==> src/rtl/universal_shift_reg_pkg.sv <==
// Shared types for the universal shift register: command codes and FSM states.
package usr_pkg;

  typedef enum logic [2:0] {
    OP_HOLD = 3'b000,
    OP_SHL  = 3'b001,
    OP_SHR  = 3'b010,
    OP_ROL  = 3'b011,
    OP_ROR  = 3'b100,
    OP_LOAD = 3'b101,
    OP_ASR  = 3'b110,
    OP_CLR  = 3'b111
  } op_t;

  typedef enum logic [1:0] {
    IDLE = 2'd0,
    RUN  = 2'd1,
    DONE = 2'd2
  } state_t;

endpackage

==> src/rtl/universal_shift_reg_if.sv <==
// Command/status bundle of the universal shift register.
// The master drives commands and serial inputs; the slave (the register) returns q and status.
interface universal_shift_reg_if #(parameter int WIDTH = 8);
  import usr_pkg::*;

  localparam int CNT_W = $clog2(WIDTH + 1);

  logic             start;
  op_t              op;
  logic [CNT_W-1:0] count;
  logic [WIDTH-1:0] load_data;
  logic             sin_l;
  logic             sin_r;
  logic [WIDTH-1:0] q;
  logic             sout_l;
  logic             sout_r;
  logic             busy;
  logic             done;

  modport master (
    output start, op, count, load_data, sin_l, sin_r,
    input  q, sout_l, sout_r, busy, done
  );

  modport slave (
    input  start, op, count, load_data, sin_l, sin_r,
    output q, sout_l, sout_r, busy, done
  );

endinterface

==> src/rtl/universal_shift_reg_shift_step.sv <==
// Next value of the register after a single shift/rotate step; purely combinational.
// LOAD is resolved by the caller, so it (like HOLD) leaves q untouched here.
module usr_shift_step
  import usr_pkg::*;
#(
  parameter int WIDTH = 8
) (
  input  logic [WIDTH-1:0] q,
  input  op_t              op,
  input  logic             sin_l,
  input  logic             sin_r,
  output logic [WIDTH-1:0] q_next
);

  always_comb begin
    q_next = q;
    case (op)
      OP_SHL:  q_next = {q[WIDTH-2:0], sin_r};
      OP_SHR:  q_next = {sin_l, q[WIDTH-1:1]};
      OP_ROL:  q_next = {q[WIDTH-2:0], q[WIDTH-1]};
      OP_ROR:  q_next = {q[0], q[WIDTH-1:1]};
      OP_ASR:  q_next = {q[WIDTH-1], q[WIDTH-1:1]};
      OP_CLR:  q_next = '0;
      default: q_next = q;
    endcase
  end

endmodule

==> src/rtl/universal_shift_reg.sv <==
// WIDTH-bit universal shift register, one step per clock under start/busy/done.
// N-step commands finish N+1 cycles after accept; start is only honoured in IDLE.
module universal_shift_reg
  import usr_pkg::*;
#(
  parameter int WIDTH = 8
) (
  input  logic                  clk,
  input  logic                  rst,
  universal_shift_reg_if.slave  bus
);

  localparam int CNT_W = $clog2(WIDTH + 1);

  state_t           state;
  state_t           state_nxt;
  op_t              op_r;
  logic [CNT_W-1:0] remaining;
  logic [WIDTH-1:0] q_r;
  logic [WIDTH-1:0] q_step;
  logic             accept;
  logic             immediate;

  assign accept    = (state == IDLE) && bus.start;
  // Commands that need no stepping go straight to DONE.
  assign immediate = (bus.op == OP_HOLD) || (bus.op == OP_LOAD) ||
                     (bus.op == OP_CLR)  || (bus.count == '0);

  usr_shift_step #(.WIDTH(WIDTH)) u_step (
    .q      (q_r),
    .op     (op_r),
    .sin_l  (bus.sin_l),
    .sin_r  (bus.sin_r),
    .q_next (q_step)
  );

  always_ff @(posedge clk or negedge rst) begin
    if (!rst) state <= IDLE;
    else      state <= state_nxt;
  end

  always_comb begin
    state_nxt = state;
    case (state)
      IDLE:    if (accept) state_nxt = immediate ? DONE : RUN;
      RUN:     if (remaining == CNT_W'(1)) state_nxt = DONE;
      DONE:    state_nxt = IDLE;
      default: state_nxt = IDLE;
    endcase
  end

  always_comb begin
    bus.busy = 1'b0;
    bus.done = 1'b0;
    case (state)
      RUN:  bus.busy = 1'b1;
      DONE: begin
        bus.busy = 1'b1;
        bus.done = 1'b1;
      end
      default: ;
    endcase
  end

  always_ff @(posedge clk or negedge rst) begin
    if (!rst) begin
      q_r       <= '0;
      remaining <= '0;
      op_r      <= OP_HOLD;
    end else if (accept) begin
      op_r      <= bus.op;
      remaining <= bus.count;
      if (bus.op == OP_LOAD)     q_r <= bus.load_data;
      else if (bus.op == OP_CLR) q_r <= '0;
    end else if (state == RUN) begin
      q_r       <= q_step;
      remaining <= remaining - CNT_W'(1);
    end
  end

  assign bus.q      = q_r;
  assign bus.sout_l = q_r[WIDTH-1];
  assign bus.sout_r = q_r[0];

endmodule

==> src/flat_wrapper.sv <==
// flat-port wrapper written by rule: the top's interface ports become plain ports
module universal_shift_reg_flat import usr_pkg::*;
#(
  parameter int WIDTH = 8
)
  (clk, rst, bus_start, bus_op, bus_count, bus_load_data, bus_sin_l, bus_sin_r, bus_q, bus_sout_l, bus_sout_r, bus_busy, bus_done);
  universal_shift_reg_if #(.WIDTH(WIDTH)) bus_i ();
  input  logic clk;
  input  logic rst;
  input wire logic [$bits(bus_i.start)-1:0] bus_start;
  input wire logic [$bits(bus_i.op)-1:0] bus_op;
  input wire logic [$bits(bus_i.count)-1:0] bus_count;
  input wire logic [$bits(bus_i.load_data)-1:0] bus_load_data;
  input wire logic [$bits(bus_i.sin_l)-1:0] bus_sin_l;
  input wire logic [$bits(bus_i.sin_r)-1:0] bus_sin_r;
  output wire logic [$bits(bus_i.q)-1:0] bus_q;
  output wire logic [$bits(bus_i.sout_l)-1:0] bus_sout_l;
  output wire logic [$bits(bus_i.sout_r)-1:0] bus_sout_r;
  output wire logic [$bits(bus_i.busy)-1:0] bus_busy;
  output wire logic [$bits(bus_i.done)-1:0] bus_done;
  assign bus_i.start = bus_start;
  assign bus_i.op = bus_op;
  assign bus_i.count = bus_count;
  assign bus_i.load_data = bus_load_data;
  assign bus_i.sin_l = bus_sin_l;
  assign bus_i.sin_r = bus_sin_r;
  assign bus_q = bus_i.q;
  assign bus_sout_l = bus_i.sout_l;
  assign bus_sout_r = bus_i.sout_r;
  assign bus_busy = bus_i.busy;
  assign bus_done = bus_i.done;
  universal_shift_reg #(.WIDTH(WIDTH)) u_core (.clk(clk), .rst(rst), .bus(bus_i));
endmodule
==> config.mk <==
export PLATFORM = sky130hd
export DESIGN_NAME = universal_shift_reg_flat
export DESIGN_NICKNAME = d
export VERILOG_FILES = /design/src/rtl/universal_shift_reg_pkg.sv /design/src/rtl/universal_shift_reg_if.sv /design/src/rtl/universal_shift_reg_shift_step.sv /design/src/rtl/universal_shift_reg.sv /design/src/flat_wrapper.sv
export SDC_FILE = /design/constraint.sdc
export NUM_CORES = 1
export LEC_CHECK = 0
export BUFFER_PORTS_ARGS = -buffer_cell sky130_fd_sc_hd__clkbuf_2
export CAP_MARGIN = 20
export CORE_MARGIN = 5
export CORE_UTILIZATION = 40
export CTS_CLUSTER_SIZE = 28
export DETAILED_ROUTE_END_ITERATION = 7
export MAX_ROUTING_LAYER = met4
export PLACE_DENSITY = 0.76
export SKIP_LAST_GASP = 1
export SYNTH_ARGS = -nofsm -noshare
export SYNTH_HDL_FRONTEND = slang
export SYNTH_SLANG_ARGS = --single-unit
==> constraint.sdc <==
create_clock -name clk -period 4.7 [get_ports clk]
set_input_delay 0.47 -clock clk [delete_from_list [all_inputs] [get_ports clk]]
set_output_delay 0.47 -clock clk [all_outputs]
set_load 0.05 [all_outputs]
* After elaboration in Yosys (flattened, before gate mapping) *
Cells that the tools add are included.

storage, ports and cells
  output and inout bits = 12
  memory bits (writable) = 0
  register bits after elaboration = 17
  memories = 0
  latch bits = 0
  input bits = 20
  word-level logic and storage cells = 48
  ROM bits = 0

operators by class
  $mul = 0
  add/sub/neg operators = 1
  muxes and demuxes = 13
  equality and inequality tests = 15
  div/mod/pow operators = 0
  magnitude comparators = 0
  bitwise operators = 0
  reductions and logical operators = 14
  shift operators = 0

operators by type and width
  kind                                                   count
  one-hot mux 8 bit (6 select lines)                     1
  two-way mux 8 bit                                      4
  == test 3 bit, second input constant                   5
  two-way mux 4 bit                                      2
  nonzero test 7 bit                                     1
  == test 3 x 2 -> 1 bit, second input constant          2
  two-way mux 2 bit                                      3
  inequality test 2 x 1 -> 1 bit, second input constant  3
  nonzero test 6 bit                                     1
  == test 4 x 1 -> 1 bit, second input constant          1
  logical NOT 4 bit                                      1
  one-hot mux 2 bit (2 select lines)                     1
  AND reduction 4 bit                                    1
  subtractor 4 x 1 -> 4 bit, second input constant       1
  == test 3 x 1 -> 1 bit, second input constant          1
  logical NOT 3 bit                                      1
  logical OR 1 bit                                       3
  inequality test 3 bit, second input constant           1
  AND reduction 3 bit                                    1
  == test 2 x 1 -> 1 bit, second input constant          1
  == test 2 bit, second input constant                   1
  logical NOT 2 bit                                      1
  two-way mux 1 bit                                      2
  AND reduction 2 bit                                    1
  3 further kinds                                        3

* Longest topological paths before layout *
Gate-level depths: netlist of the first run.

  word-level depth = 7
  gate-level depth with buffers = 7
  gate-level depth less buffers = 6

* Hierarchy *
From an unflattened synthesis of the first run, not the netlist that was laid out.

second synthesis, totals
  cell total of the unflattened synthesis = 138
  area, all modules = 1363.8 um^2

modules (own cells, without submodules)
  module               sequential area each (um^2)  instances  area an instance (um^2)  cells an instance
  universal_shift_reg  425.4                        1          963.4                    83
  usr_shift_step       0.0                          1          400.4                    55

* Worst setup path before layout of the first run *
OpenSTA, ideal clock, no wires.

  path type = register -> register
  start = register u_core.state[0]
  end = register u_core.q_r[1] (netlist: u_core.bus.q[1])
  data required time = 4.575 ns
  clock period less this slack = 1.580 ns
  stages on the path, launching flop included = 7
  setup time = 0.125 ns
  buffers on the path = 0
  path slack = 3.120 ns
  arrival time = 1.456 ns
  cell sequence = dfrtp_1 -> inv_1 -> ha_1 -> nand2_1 -> o211ai_1 -> nand2_2 -> mux2_2

between the ends
  cells in the longest elaborated chain, start to end = 4
  elaborated cells on any way between the ends = 8
  those cells by class = eq/ne: 2; mux: 1; reduce/logical: 5

ends and longest elaborated chain
  what                                                  RTL line                   text
  start: declaration                                    universal_shift_reg.sv:15  state_t state;
  start signal: assignment                              universal_shift_reg.sv:39  else state <= state_nxt;
  logical NOT 2 bit                                     universal_shift_reg.sv:24  assign accept = (state == IDLE) && bus.start;
  logical AND 1 bit                                     universal_shift_reg.sv:24
  nonzero test 7 bit (no line) (tied with other cells)  -
  AND reduction 3 bit (no line)                         -
  end signal: assignment                                universal_shift_reg.sv:73  if (bus.op == OP_LOAD) q_r <= bus.load_data;
  end signal: assignment                                universal_shift_reg.sv:76  q_r <= q_step;
  end: declaration                                      universal_shift_reg.sv:19  logic [WIDTH-1:0] q_r;

Parallel ways exist; a longest one is shown, timed or not.
A chain may end at the register's enable or synchronous reset.

* Final worst setup path of the first run *
  start = register u_core.state[0]
  end = register u_core.q_r[5] (netlist: u_core.bus.q[5])

Same word-level chain as after synthesis.

==> results.toml, run 1 <==
[run_status]
outcome = "finished, final reports clean"

[floorplan]
dieArea_um2 = 4110
row_count = 19
die_x_um = 64.1
io_pins = 32
core_area_um2 = 2780
die_h_um = 64.1
start_util = 0.421

[finish]
diodes = 0
layout.area.seq_um2 = 425
multi_input_area_um2 = 657
syn_to_final_growth_pct = 14.0
fillers = 252
drive_above_1_share = 0.322
utilization = 0.480
fin_nets = 172

[worst_setup_path]
crit_chain = "inv_1, ha_1, nand2_1, o211ai_1, nand2_2, mux2_2"
crit_path_max_incr_delay_ns = 0.47
cp_data_required_time_ns = 4.89
cp_max_fo = 19
cp-start-kind = "flop"
cp-end-kind = "flop"
critical_path_buf_inv_count = 1
path_class = "reg2reg"
cp_top_family = "simple AND/OR/NAND/NOR gates"
slowest_stage = "nand2_1"
critical_path_arrival_ns = 2.27

[synth]
synthFlopType = "dfrtp_1"
synth_edf_count = 0
yosys-top-cells-count = "dfrtp_1 (17), mux2_2 (10), a21oi_1 (8), inv_1 (8), a21boi_0 (7)"
yosysTopAreaCellShare = 0.364
synth_cell_type_count = 38
ys_seq_area_frac = 0.364
synth_seq_cells = 17
synth_cells = 119
synth_area_leaders = "dfrtp_1 (36%), mux2_2 (9.6%), ha_1 (5.3%)"
netlist_area_um2 = 1170
syn_area_per_cell_um2 = 9.83
synth_nets = 144
async_flop_share = 1.00
yosys_warnings = 0
synth_area_leader_cell = "dfrtp_1"
synth.most_common_cell = "dfrtp_1"

[global_route]
overflow = 0
antenna_found_initial = 0
grt_start_max_net_pins = 20
busiest_layer = "met2"
grtUsageMet3 = 0.0175
gr-usage-met2 = 0.246
grt_pass1_vias = 1041
grt_util_met1 = 0.177
grt_pass1_wl_um = 4780
gr-usage-all-layers = 0.146

[min_path]
hold_class = "in2async"

[placed_design]
hpwl_um = 2120
gp_congestion = 0.772
place.port_buffers = 31

[timing]
worst-slew-pin-transition_ns = 0.610
tns_ns = 0
finalCritPeriodShare = 0.444
slew_violations = 0
period_needed_ns = 2.09
clock.fmax_mhz = 479
rsz0062_at_grt = "no"
fin_skew_ns = 0.00544
slew_headroom = 0.592
hold_viol = 0
setup_violations = 0

[detailed_routing]
detail_route.wl_per_cell_um = 15.1
dr.first_iter.drc_count = 22
avgViaCountPerCell = 5.66
drc_errors = 0
wirelength_um = 2680
final_antenna_net_count = 0
dr.pass1.iters = 4
dr_total_vias = 1001

[clock_network]
clk-insertion-delay-late_ns = 0.29
cts_max_level = 1
numCtsBuffers = 3
root_buffer = "clkbuf_4"
clk_path_buf_depth = 2
cts_tree = "done"
hold_buffers = 0
cts-resized-gates = 0
clock-sinks = 17
post_cts_buffers = 0
clk_pin_slew_ns = 0.10

[pwr]
intPower_mw = 0.477
power.total_mw = 1.01
p_leak_nw = 0.617
swShare = 0.527
switching_power_mw = 0.531
seqPwrFrac = 0.313
powerDensity_nw_per_um2 = 756
comb_power_share = 0.609
peakVddDrop_mv = 0.475
clkPwrFrac = 0.078

[flow_run]
drv_cap = 0
flip-flops by register name, summed over array words and instances (netlist names):
register,count
u_core.bus.q,8
u_core.op_r,3
u_core.remaining,4
u_core.state,2
worst paths after layout:
| check | slack [ns] | endpoint | start | cells past startpoint |
|---|---|---|---|---|
| worst max-delay path | 2.61 | u_core.bus.q[5] | u_core.state[0] | 6 |
| worst min-delay path | 0.09 | u_core.state[1] | rst | 1 |
| worst max register to register | 2.61 | u_core.bus.q[5] | u_core.state[0] | 6 |
| worst min register to register | 0.57 | u_core.bus.q[6] | u_core.bus.q[6] | 1 |
| max in group asynchronous | 4.31 | u_core.bus.q[6] | rst | 1 |
| min in group clk | 0.40 | u_core.remaining[1] | bus_count[1] | 3 |
per-layer routing:
| metal | vias up | part of all wire |
|---|---|---|
| met5 | - | 0 |
| met3 | 5 | 0.038 |
| met4 | 0 | 0.018 |
| met2 | 18 | 0.51 |
| li1 | 496 | - |
| met1 | 482 | 0.43 |
power groups by stage:
stage / Clock, mW / Combinational [mW] / Sequential (mW)
after global placement: 0 / 0.596 / 0.310
after global routing: 0.0900 / 0.678 / 0.327
after detailed placement: 0 / 0.617 / 0.317
after CTS: 0.0802 / 0.620 / 0.313
final: 0.0789 / 0.614 / 0.315
after floorplan: 0 / 0.464 / 0.368
through the flow:
stage          setup slack (ns)  instance area (µm²)  instances  hold slack (ns)
3_5_place_dp               2.63                 1310        173            0.430
3_3_place_gp               2.74                 1310        173            0.423
6_report                   2.61                 1330        177           0.0907
2_1_floorplan              3.12                 1170        119            0.174
4_1_cts                    2.60                 1330        177            0.105
5_1_grt                    2.38                 1330        177            0.121
cells by family (layout without fill, tap and decap cells):
kind of cell | count (synthesis) | in the layout | share of synthesized area
adders and majority gates | 5 | 5 | 0.0535
DFF | 17 | 17 | 0.364
xor gates and xnor gates | 5 | 5 | 0.0374
AOI/OAI and AO/OA | 42 | 42 | 0.268
buffers and inverters | 16 | 43 | 0.0749
muxes | 10 | 10 | 0.0963
and+or+nand+nor | 24 | 24 | 0.106
placed cells by master, fill, tap and decap left out, drive strengths merged, types with 2 or more instances in the layout:
cell,count
xnor2,2
a21boi,7
inv,8
clkbuf,34
nand2,7
mux2,10
dfrtp,17
nand2b,5
o221ai,6
a21oi,8
xor2,3
o21ai,3
ha,5
o2bb2ai,6
nor2,5
layout make-up:
class	count	area share
Multi-Input combinational cell	86	0.492
Clock buffer	3	0.0169
Tap cell	31	0.0291
Clock inverter	1	0.00375
Inverter	8	0.0225
Timing Repair Buffer	31	0.116
Sequential cell	17	0.319
Note: power is estimated with default switching activity, not from simulation.
==> run 2: changes to the inputs <==
Clock period 4.7 ns to 2 ns, I/O delays scaled along.
==> run 2 against run 1 <==
Highest routed layer unchanged; clock power is 130% higher; largest cell class unchanged; sequential power is 140% higher; combinational power is 140% higher; final cell count is 2.3% higher.
==> results.toml, run 2 (synthesized netlist as in run 1, its figures left out) <==
[clock_network]
cts_max_level = 1
cts-resized-gates = 0
clock-sinks = 17
cts_tree = "done"
clk_path_buf_depth = 2
root_buffer = "clkbuf_4"
clk-insertion-delay-late_ns = 0.29
clk_pin_slew_ns = 0.10
numCtsBuffers = 3

[worst_setup_path]
reg2reg_slack_ns = 0.30
crit_chain = "inv_1, ha_1, nand2_1, o211ai_1, nand2_2, mux2_2"
r2r-start = "u_core.state[0]"
crit_path_max_incr_delay_ns = 0.37
cp_max_fo = 7
cp-start-kind = "flop"
ff2ff_path_depth = 6
critical_path_arrival_ns = 1.89
path_class = "reg2reg"
cp_data_required_time_ns = 2.19
reg2reg_to = "u_core.bus.q[2]"
cp-end-kind = "flop"
slowest_stage = "dfrtp_1"

[placed_design]
gp_congestion = 0.764
dp_worst_setup_slack_ns = 0.295
place.port_buffers = 31
hpwl_um = 2110

[timing]
clock.fmax_mhz = 587
fin_ws_ns = 0.296
fin_skew_ns = 0.00492
slew_violations = 0
period_needed_ns = 1.70
setup_violations = 0
hold_viol = 0
rsz0062_at_grt = "no"
slew_headroom = 0.713
tns_ns = 0
finalCritPeriodShare = 0.852
worst-slew-pin-transition_ns = 0.430

[detailed_routing]
dr.first_iter.drc_count = 13
detail_route.wl_per_cell_um = 15.2
dr.pass1.iters = 4
avgViaCountPerCell = 5.56
dr_total_vias = 1007
drc_errors = 0
final_antenna_net_count = 0
wirelength_um = 2750

[finish]
fillers = 262
syn_to_final_growth_pct = 16.7
diodes = 0
final_common_cell = "clkbuf_2"
largest_reg_flops = 8
fin_nets = 176
layout.area.seq_um2 = 425
multi_input_area_um2 = 657
layout.cells.most_common_list = "clkbuf_2 (31), dfrtp_1 (17), mux2_2 (10), inv_1 (8), a21oi_1 (8)"
drive_above_1_share = 0.327
utilization = 0.491

[floorplan]
die_h_um = 64.1
die_x_um = 64.1
dieArea_um2 = 4110
row_count = 19
io_pins = 32
core_area_um2 = 2780
start_util = 0.421

[min_path]
hp-start = "bus_count[1]"
hold_class = "in2reg"
hold_depth = 3
hold_end = "u_core.remaining[1]"

[global_route]
grt_start_max_net_pins = 18
antenna_found_initial = 0
overflow = 0
grt_pass1_wl_um = 4620
gr-usage-all-layers = 0.145
grt_pass1_vias = 1005

[pwr]
p_leak_nw = 0.633
powerDensity_nw_per_um2 = 1760
peakVddDrop_mv = 1.03

[run_status]
outcome = "finished, final reports clean"

[flow_run]
drv_cap = 0
[run 2: cell count changes in the layout (fill, tap and decap cells not counted)]
cell / before / now
clkinv_2: 1 / 0
buf_4: 0 / 3
dlygate4sd3_1: 0 / 1
clkbuf_1: 0 / 1
[run 2: layout make-up]
class                      instances  area share
timing repair buffer              35       0.137
inverter                           8      0.0220
multi-input combinational         86       0.481
clock buffer                       4      0.0192
tap                               31      0.0284
sequential                        17       0.312
[run 2: worst max path at each step]
| stage | startpoint | end | slack (ns) | cells after the start |
|---|---|---|---|---|
| floorplan | u_core.state[0] | u_core.bus.q[1] | 0.42 | 6 |
| global placement | u_core.state[0] | u_core.bus.q[4] | 0.39 | 6 |
| detailed placement | u_core.state[1] | u_core.bus.q[5] | 0.30 | 6 |
| CTS | u_core.state[1] | u_core.bus.q[2] | 0.29 | 6 |
| global route | u_core.state[0] | u_core.bus.q[3] | 0.17 | 6 |
| finish | u_core.state[0] | u_core.bus.q[2] | 0.30 | 6 |
[run 2: critical path, delay by kind of cell (launching register included)]
family | cells | cell delay, ns
buf+inv | 1 | 0.08
compound gates | 1 | 0.16
flops | 1 | 0.37
fa+ha+maj | 1 | 0.25
mux | 1 | 0.35
simple gates | 2 | 0.40
[run 2: what timing repair did]
item	in CTS	in global routing
hold endpoints to repair	17	0
buffers inserted	0	0
hold buffers	1	0
endpoints found under the setup margin	0	0
[run 2: per-stage QoR]
step / instances / hold slack (ns) / cell area, µm² / power (mW)
floorplan: 119 / -0.0956 / 1170 / 1.96
global placement: 176 / 0.158 / 1330 / 2.16
detailed placement: 176 / 0.157 / 1330 / 2.22
CTS: 181 / 0.147 / 1370 / 2.41
global route: 181 / 0.189 / 1370 / 2.59
finish: 181 / 0.157 / 1370 / 2.40
[run 2: power by group]
group | internal (mW) | switching, mW | leakage [nW]
combinational | 0.567 | 0.905 | 0.410
clock | 0.0776 | 0.107 | 0.0150
sequential | 0.503 | 0.242 | 0.207
total | 1.15 | 1.25 | 0.633
[run 2: layer usage]
metal	vias to the layer above	routed length (µm)	track usage	share of wire
li1	496	-	-	-
met4	0	55	0.0779	0.020
met3	4	152	0.0105	0.055
met2	36	1380	0.230	0.50
met5	-	0	-	0
met1	471	1160	0.184	0.42
